### src/rtl/ram_arb_pkg.sv
// Shared constants for the two-port RAM arbiter: FSM encoding and port indices.
package ram_arb_pkg;

  localparam logic [1:0] ST_IDLE = 2'd0;
  localparam logic [1:0] ST_BUSY = 2'd1;
  localparam logic [1:0] ST_RESP = 2'd2;

  typedef enum logic [1:0] {
    IDLE = ST_IDLE,
    BUSY = ST_BUSY,
    RESP = ST_RESP
  } arb_state_e;

  localparam logic PORT_CPU = 1'b0;
  localparam logic PORT_DMA = 1'b1;

endpackage

### src/rtl/rr_grant2.sv
// Combinational 2-way winner selection; the parent registers the result.
module rr_grant2
  import ram_arb_pkg::*;
(
  input  logic [1:0] valid,
  input  logic       last_grant,
  input  logic       fixed_prio,
  output logic       any,
  output logic       winner
);

  // A tie goes to the port that did not win last time, or to the CPU when prioritised.
  always_comb begin
    any    = |valid;
    winner = PORT_CPU;
    if (valid == 2'b11) begin
      winner = fixed_prio ? PORT_CPU : ~last_grant;
    end else if (valid[1]) begin
      winner = PORT_DMA;
    end
  end

endmodule

### src/rtl/ram_port_arbiter.sv
// Serialises CPU (port 0) and DMA (port 1) requests onto the single-ported RAM,
// routes completion and read data back to the owner and aborts stalled accesses.
module ram_port_arbiter
  import ram_arb_pkg::*;
#(
  parameter int DATA_WIDTH     = 32,
  parameter int ADDRESS_BITS   = 32,
  parameter int FIXED_PRIO     = 0,
  parameter int TIMEOUT_CYCLES = 255
) (
  input  logic                      clk_i,
  input  logic                      rstn_i,
  input  logic                      p0_valid,
  input  logic                      p0_write,
  input  logic [ADDRESS_BITS-1:0]   p0_addr,
  input  logic [DATA_WIDTH-1:0]     p0_wdata,
  input  logic [DATA_WIDTH/8-1:0]   p0_wstrb,
  output logic                      p0_ready,
  output logic                      p0_done,
  output logic [DATA_WIDTH-1:0]     p0_rdata,
  output logic                      p0_err,
  input  logic                      p1_valid,
  input  logic                      p1_write,
  input  logic [ADDRESS_BITS-1:0]   p1_addr,
  input  logic [DATA_WIDTH-1:0]     p1_wdata,
  input  logic [DATA_WIDTH/8-1:0]   p1_wstrb,
  output logic                      p1_ready,
  output logic                      p1_done,
  output logic [DATA_WIDTH-1:0]     p1_rdata,
  output logic                      p1_err,
  output logic                      ram_valid,
  output logic                      ram_write,
  output logic                      ram_read,
  output logic [ADDRESS_BITS-1:0]   ram_addr,
  output logic [DATA_WIDTH-1:0]     ram_wdata,
  output logic [DATA_WIDTH/8-1:0]   ram_wstrb,
  input  logic [DATA_WIDTH-1:0]     ram_rdata,
  input  logic                      ram_done,
  output logic                      grant_o
);

  localparam int SW = DATA_WIDTH / 8;
  // Width keeps at least one bit so a disabled timeout still elaborates.
  localparam int CW = (TIMEOUT_CYCLES > 0) ? $clog2(TIMEOUT_CYCLES + 1) : 1;
  localparam bit TIMEOUT_EN = (TIMEOUT_CYCLES > 0);
  localparam int LAST_INT = (TIMEOUT_CYCLES > 0) ? TIMEOUT_CYCLES - 1 : 0;
  localparam int MAX_INT  = (TIMEOUT_CYCLES > 0) ? TIMEOUT_CYCLES : 1;
  localparam logic [CW-1:0] CNT_LAST = CW'(LAST_INT);
  localparam logic [CW-1:0] CNT_MAX  = CW'(MAX_INT);
  localparam logic FP = (FIXED_PRIO != 0);

  arb_state_e                      state_q, state_d;
  logic                            owner_q, owner_d;
  logic                            last_q, last_d;
  logic [CW-1:0]                   cnt_q, cnt_d;
  logic                            abort_q, abort_d;
  logic                            rv_q, rv_d;
  logic                            rw_q, rw_d;
  logic [ADDRESS_BITS-1:0]         ra_q, ra_d;
  logic [DATA_WIDTH-1:0]           rwd_q, rwd_d;
  logic [SW-1:0]                   rws_q, rws_d;
  logic [1:0]                      done_q, done_d;
  logic [1:0][DATA_WIDTH-1:0]      rdata_q, rdata_d;

  logic any;
  logic winner;

  rr_grant2 u_sel (
    .valid      ({p1_valid, p0_valid}),
    .last_grant (last_q),
    .fixed_prio (FP),
    .any        (any),
    .winner     (winner)
  );

  // Next-state, command latching, timeout counting and response routing.
  always_comb begin
    state_d = state_q;
    owner_d = owner_q;
    last_d  = last_q;
    cnt_d   = cnt_q;
    abort_d = abort_q;
    rv_d    = rv_q;
    rw_d    = rw_q;
    ra_d    = ra_q;
    rwd_d   = rwd_q;
    rws_d   = rws_q;
    done_d  = 2'b00;
    rdata_d = rdata_q;
    case (state_q)
      IDLE: begin
        cnt_d   = '0;
        abort_d = 1'b0;
        if (any) begin
          owner_d = winner;
          last_d  = winner;
          rv_d    = 1'b1;
          rw_d    = winner ? p1_write : p0_write;
          ra_d    = winner ? p1_addr  : p0_addr;
          rwd_d   = winner ? p1_wdata : p0_wdata;
          rws_d   = winner ? p1_wstrb : p0_wstrb;
          state_d = BUSY;
        end
      end
      BUSY: begin
        if (cnt_q != CNT_MAX) begin
          cnt_d = cnt_q + 1'b1;
        end
        if (ram_done || (TIMEOUT_EN && (cnt_q == CNT_LAST))) begin
          // Completion wins over a timeout landing on the same edge.
          if (ram_done) begin
            if (!rw_q) begin
              rdata_d[owner_q] = ram_rdata;
            end
          end else begin
            abort_d = 1'b1;
          end
          rv_d             = 1'b0;
          rw_d             = 1'b0;
          ra_d             = '0;
          rwd_d            = '0;
          rws_d            = '0;
          done_d[owner_q]  = 1'b1;
          state_d          = RESP;
        end
      end
      RESP: begin
        cnt_d   = '0;
        abort_d = 1'b0;
        state_d = IDLE;
      end
      default: state_d = IDLE;
    endcase
  end

  // State and output registers; reset abandons any transaction in flight.
  always_ff @(posedge clk_i or negedge rstn_i) begin
    if (!rstn_i) begin
      state_q <= IDLE;
      owner_q <= PORT_CPU;
      last_q  <= PORT_DMA;
      cnt_q   <= '0;
      abort_q <= 1'b0;
      rv_q    <= 1'b0;
      rw_q    <= 1'b0;
      ra_q    <= '0;
      rwd_q   <= '0;
      rws_q   <= '0;
      done_q  <= 2'b00;
      rdata_q <= '0;
    end else begin
      state_q <= state_d;
      owner_q <= owner_d;
      last_q  <= last_d;
      cnt_q   <= cnt_d;
      abort_q <= abort_d;
      rv_q    <= rv_d;
      rw_q    <= rw_d;
      ra_q    <= ra_d;
      rwd_q   <= rwd_d;
      rws_q   <= rws_d;
      done_q  <= done_d;
      rdata_q <= rdata_d;
    end
  end

  assign p0_ready  = (state_q == IDLE);
  assign p1_ready  = (state_q == IDLE);
  assign p0_done   = done_q[0];
  assign p1_done   = done_q[1];
  assign p0_err    = done_q[0] & abort_q;
  assign p1_err    = done_q[1] & abort_q;
  assign p0_rdata  = rdata_q[0];
  assign p1_rdata  = rdata_q[1];
  assign ram_valid = rv_q;
  assign ram_write = rv_q & rw_q;
  assign ram_read  = rv_q & ~rw_q;
  assign ram_addr  = ra_q;
  assign ram_wdata = rwd_q;
  assign ram_wstrb = rws_q;
  assign grant_o   = owner_q;

endmodule
### config.mk
export PLATFORM = sky130hd
export DESIGN_NAME = ram_port_arbiter
export DESIGN_NICKNAME = d
export VERILOG_FILES = /design/src/rtl/ram_arb_pkg.sv /design/src/rtl/rr_grant2.sv /design/src/rtl/ram_port_arbiter.sv
export SDC_FILE = /design/constraint.sdc
export NUM_CORES = 1
export LEC_CHECK = 0
export ABC_AREA = 1
export BUFFER_PORTS_ARGS = -buffer_cell sky130_fd_sc_hd__buf_2
export CAP_MARGIN = 10
export CORE_ASPECT_RATIO = 1.1
export CORE_MARGIN = 2
export CORE_UTILIZATION = 40
export CTS_CLUSTER_SIZE = 24
export DETAILED_ROUTE_END_ITERATION = 10
export PLACE_DENSITY = 0.77
export SKIP_CTS_REPAIR_TIMING = 1
export SYNTH_ARGS = -nofsm -noshare
export SYNTH_HDL_FRONTEND = slang
export SYNTH_HIERARCHICAL = 1
export SYNTH_SLANG_ARGS = --single-unit
### constraint.sdc
create_clock -name clk_i -period 3.26 [get_ports clk_i]
set_clock_uncertainty 0.1 [all_clocks]
set_input_delay 0.652 -clock clk_i [delete_from_list [all_inputs] [get_ports clk_i]]
set_output_delay 0.652 -clock clk_i [all_outputs]
set_load 0.01 [all_outputs]
==> summary.txt <==
Setup path
  – CP max-delay cell: nand2_2
  – Worst EP arrival: approximately 2600 ps
  – Cell mode on critical path: nand2_1
  – Bufs and invs on worst path: 3
  – CP Class: flop to flop
  – Critical path cell sequence: inv_1, ha_1, inv_1, nor2_1, nand2_1, nand2_1, nand2_2, nand2_2, buf_4, nand2_1, nand2_1
  – Critical Path RT: between 3000 and 4000 ps
  – Maximum fanout along the worst path: 38
  – Crit path largest cell delay: approximately 530 ps
  – Crit path launch type: flop
  – Cell family with most CP delay: simple AND/OR/NAND/NOR gates
  – CP Capture Type: flop

Floorplanning
  – Initial core utilization: 0.403
  – # IOs: around 320
  – Die height: around 140 um
  – Die ar.: ~19,000 sq um
  – Core ar.: 17,500 sq um
  – Die W: roughly 130 um
  – # rows: 51

Power and ir drop
  – Sequential share of power: 0.364
  – Clock share of power: 0.243
  – Lkg Pwr: 5.35 nW
  – Comb pwr share: 0.394
  – Switching Power: 3.31 mW
  – Peak VDD IR: approximately 0.47 mV
  – Sw Ratio: 0.399
  – Total internal power: approximately 5.0 mW
  – Pwr dens: 897 nW/um^2
  – Tot Pwr: approximately 8.3 mW

Synth
  – Synth Instances: just under 900
  – Area contributors post-synth: dfrtp_1, nand2_1, nand3_1, a21oi_1, o21ai_1
  – Mapped Nets: 1,061
  – Post-Synth XOR/XNOR Area: 0.00124
  – Mux share of post-synthesis cell area: 0
  – Yosys warns: 6
  – Mapped cell area: ~7000 sq um
  – Seq/Total Area, Yosys: 0.527
  – Compound-Gate Fraction of Synth Area: 0.102
  – Top-area cell type share of the netlist area: 0.523
  – Cell taking the most area after synthesis: dfrtp_1
  – Simple-Gate Fraction of Synth Area: 0.279
  – Seq cells post-synth: 149
  – Post-Syn Area per Cell: approximately 8 sq um
  – Post-Synth Adder-Cell Area: 0.00354
  – Yosys cell types: 29
  – Largest family of logic cells by synthesized area: simple AND/OR/NAND/NOR gates

Clock tree
  – H-tree depth: 4
  – Clk Latency, worst-skew pair: ~420 ps
  – Clock sink count: between 100 and 150
  – CTS clk-pin slew, worst paths: 60 ps
  – Clock root cell: clkbuf_16
  – CTS tree: yes
  – Longest Clk Path Bufs: 2
  – CTS Buf Count: 17

Timing
  – Final worst setup slack: approximately 950 ps
  – Fin crit share: 0.709
  – RSZ-0062 raised after global routing: false
  – Worst slew margin: 0.488
  – Worst-case hold slack: 125 ps
  – Final Hold Viols: 0
  – Final setup fails: 0
  – Least-Margin Pin Slew: ~770 ps
  – Final setup TNS: 0 ps
  – Slew Viols, Final: 0
  – Max Freq: roughly 0.43 GHz
  – Tmin final: 2310 ps

Route
  – Drt via density: about 4.7
  – First-iteration detailed-routing DRC count: between 200 and 300
  – DR DRC count: 0
  – Average wire per standard cell: about 14 um
  – Final WL: 20,100 um
  – Post-DRT Antenna Nets: 0
  – DRT Pass-1 Iters: 6
  – Routed via count: a little under 7,000

Global route
  – Antenna violations before repair: 0
  – First-pass GRT wire length: approximately 31,000 um
  – GRT Total Usage: 0.211
  – Met2 usage: 0.367
  – GR peak layer: met2
  – Largest net degree at the start of global routing: 74
  – Met3 Usage GRT: 0.0380
  – M1 GR Usage: 0.259
  – Vias in the first global route: between 6,000 and 7,000
  – GRT Residual Overflow: 0

Layout
  – Fill count: about 1,700
  – Layout cell share with drive strength beyond 1: 0.325
  – Post-route cell area: 9260 sq um
  – Area grow syn2layout: 30.8%
  – Fin nets: roughly 1,400
  – Antenna diodes: 0
  – Most common cell after layout, fill and taps aside: nand2_1
  – Most frequent cells in the layout: nand2_1, buf_2, dfrtp_1, nand3_1, a21oi_1

Place
  – IO buf count: ~320
  – Post-DP Area: ~8700 sq um
  – DP Wirelength: ~14,000 um
  – GPL Wtd Cong: ~0.78
  – DP Worst Slack: around 710 ps

Run status
  – Status: complete, no violations

Worst hold path
  – Tightest Hold Check Type: primary input to asynchronous set/reset pin

Job
  – Max-cap viol count: 0
cell usage after synthesis, drive strengths merged:
library cell,number
conb,1
buf,45
dfrtp,148
o31ai,1
nor2,13
nor3,1
ha,2
o22ai,1
clkbuf,13
nand2,392
inv,53
nand3,76
xor2,1
clkinv,1
or2,1
a21oi,61
nand4,3
o21ai,69
dfstp,1
o21bai,1
through the flow:
stage / utilization / cells
4_1_cts: 0.527 / 1424
2_1_floorplan: - / 884
3_5_place_dp: 0.493 / 1392
3_3_place_gp: 0.493 / 1392
6_report: 0.527 / 1424
5_1_grt: 0.527 / 1424
state kept, by name (all words and copies together), names as in the netlist:
register   cells
p0_rdata      32
p1_rdata      32
ram_addr      32
ram_wdata     32
cnt_q          8
ram_wstrb      4
done_q         2
state_q        2
abort_q        1
grant_o        1
last_q         1
ram_valid      1
rw_q           1
kinds of logic (layout without fill, tap and decap cells):
logic type      after synthesis  after routing
other cells                   1              1
fa+ha+maj                     2              2
simple gates                486            486
buf+inv                     112            414
xor+xnor                      1              1
compound gates              133            133
flops                       149            149
layer usage:
metal	vias to the layer above	share of wire
met1	3115	0.42
met2	214	0.50
met3	31	0.049
met5	-	0
met4	0	0.023
li1	3380	-
worst paths after layout:
check | from | slack (ps) | to | cells past startpoint
hold / removal | rstn_i | 130 | ram_addr[30] | 1
hold reg to reg | p1_rdata[24] | 380 | p1_rdata[24] | 2
min in group clk_i | ram_done | 330 | abort_q | 2
max in group asynchronous | rstn_i | 2130 | ram_addr[12] | 2
setup / recovery | cnt_q[0] | 950 | ram_addr[7] | 11
setup reg to reg | cnt_q[0] | 950 | ram_addr[7] | 11
area by class of cell:
cell class	instances	area, sq um	share of cell area
inverter	54	203	0.0219
timing repair buffer	328	1680	0.181
clock inverter	14	175	0.0189
tap	238	298	0.0322
sequential	149	3730	0.403
multi-input combinational	623	2740	0.296
clock buffer	18	429	0.0464
power groups by stage:
stage | clock [mW] | combinational (mW) | sequential [mW]
final | 2.01 | 3.27 | 3.02
after global routing | 2.13 | 3.69 | 3.11
after CTS | 2.05 | 3.32 | 3.02
after detailed placement | 0 | 3.32 | 3.03
after global placement | 0 | 3.23 | 3.01
after floorplan | 0 | 1.79 | 3.35
No activity file was read; power rests on OpenSTA's default activity.
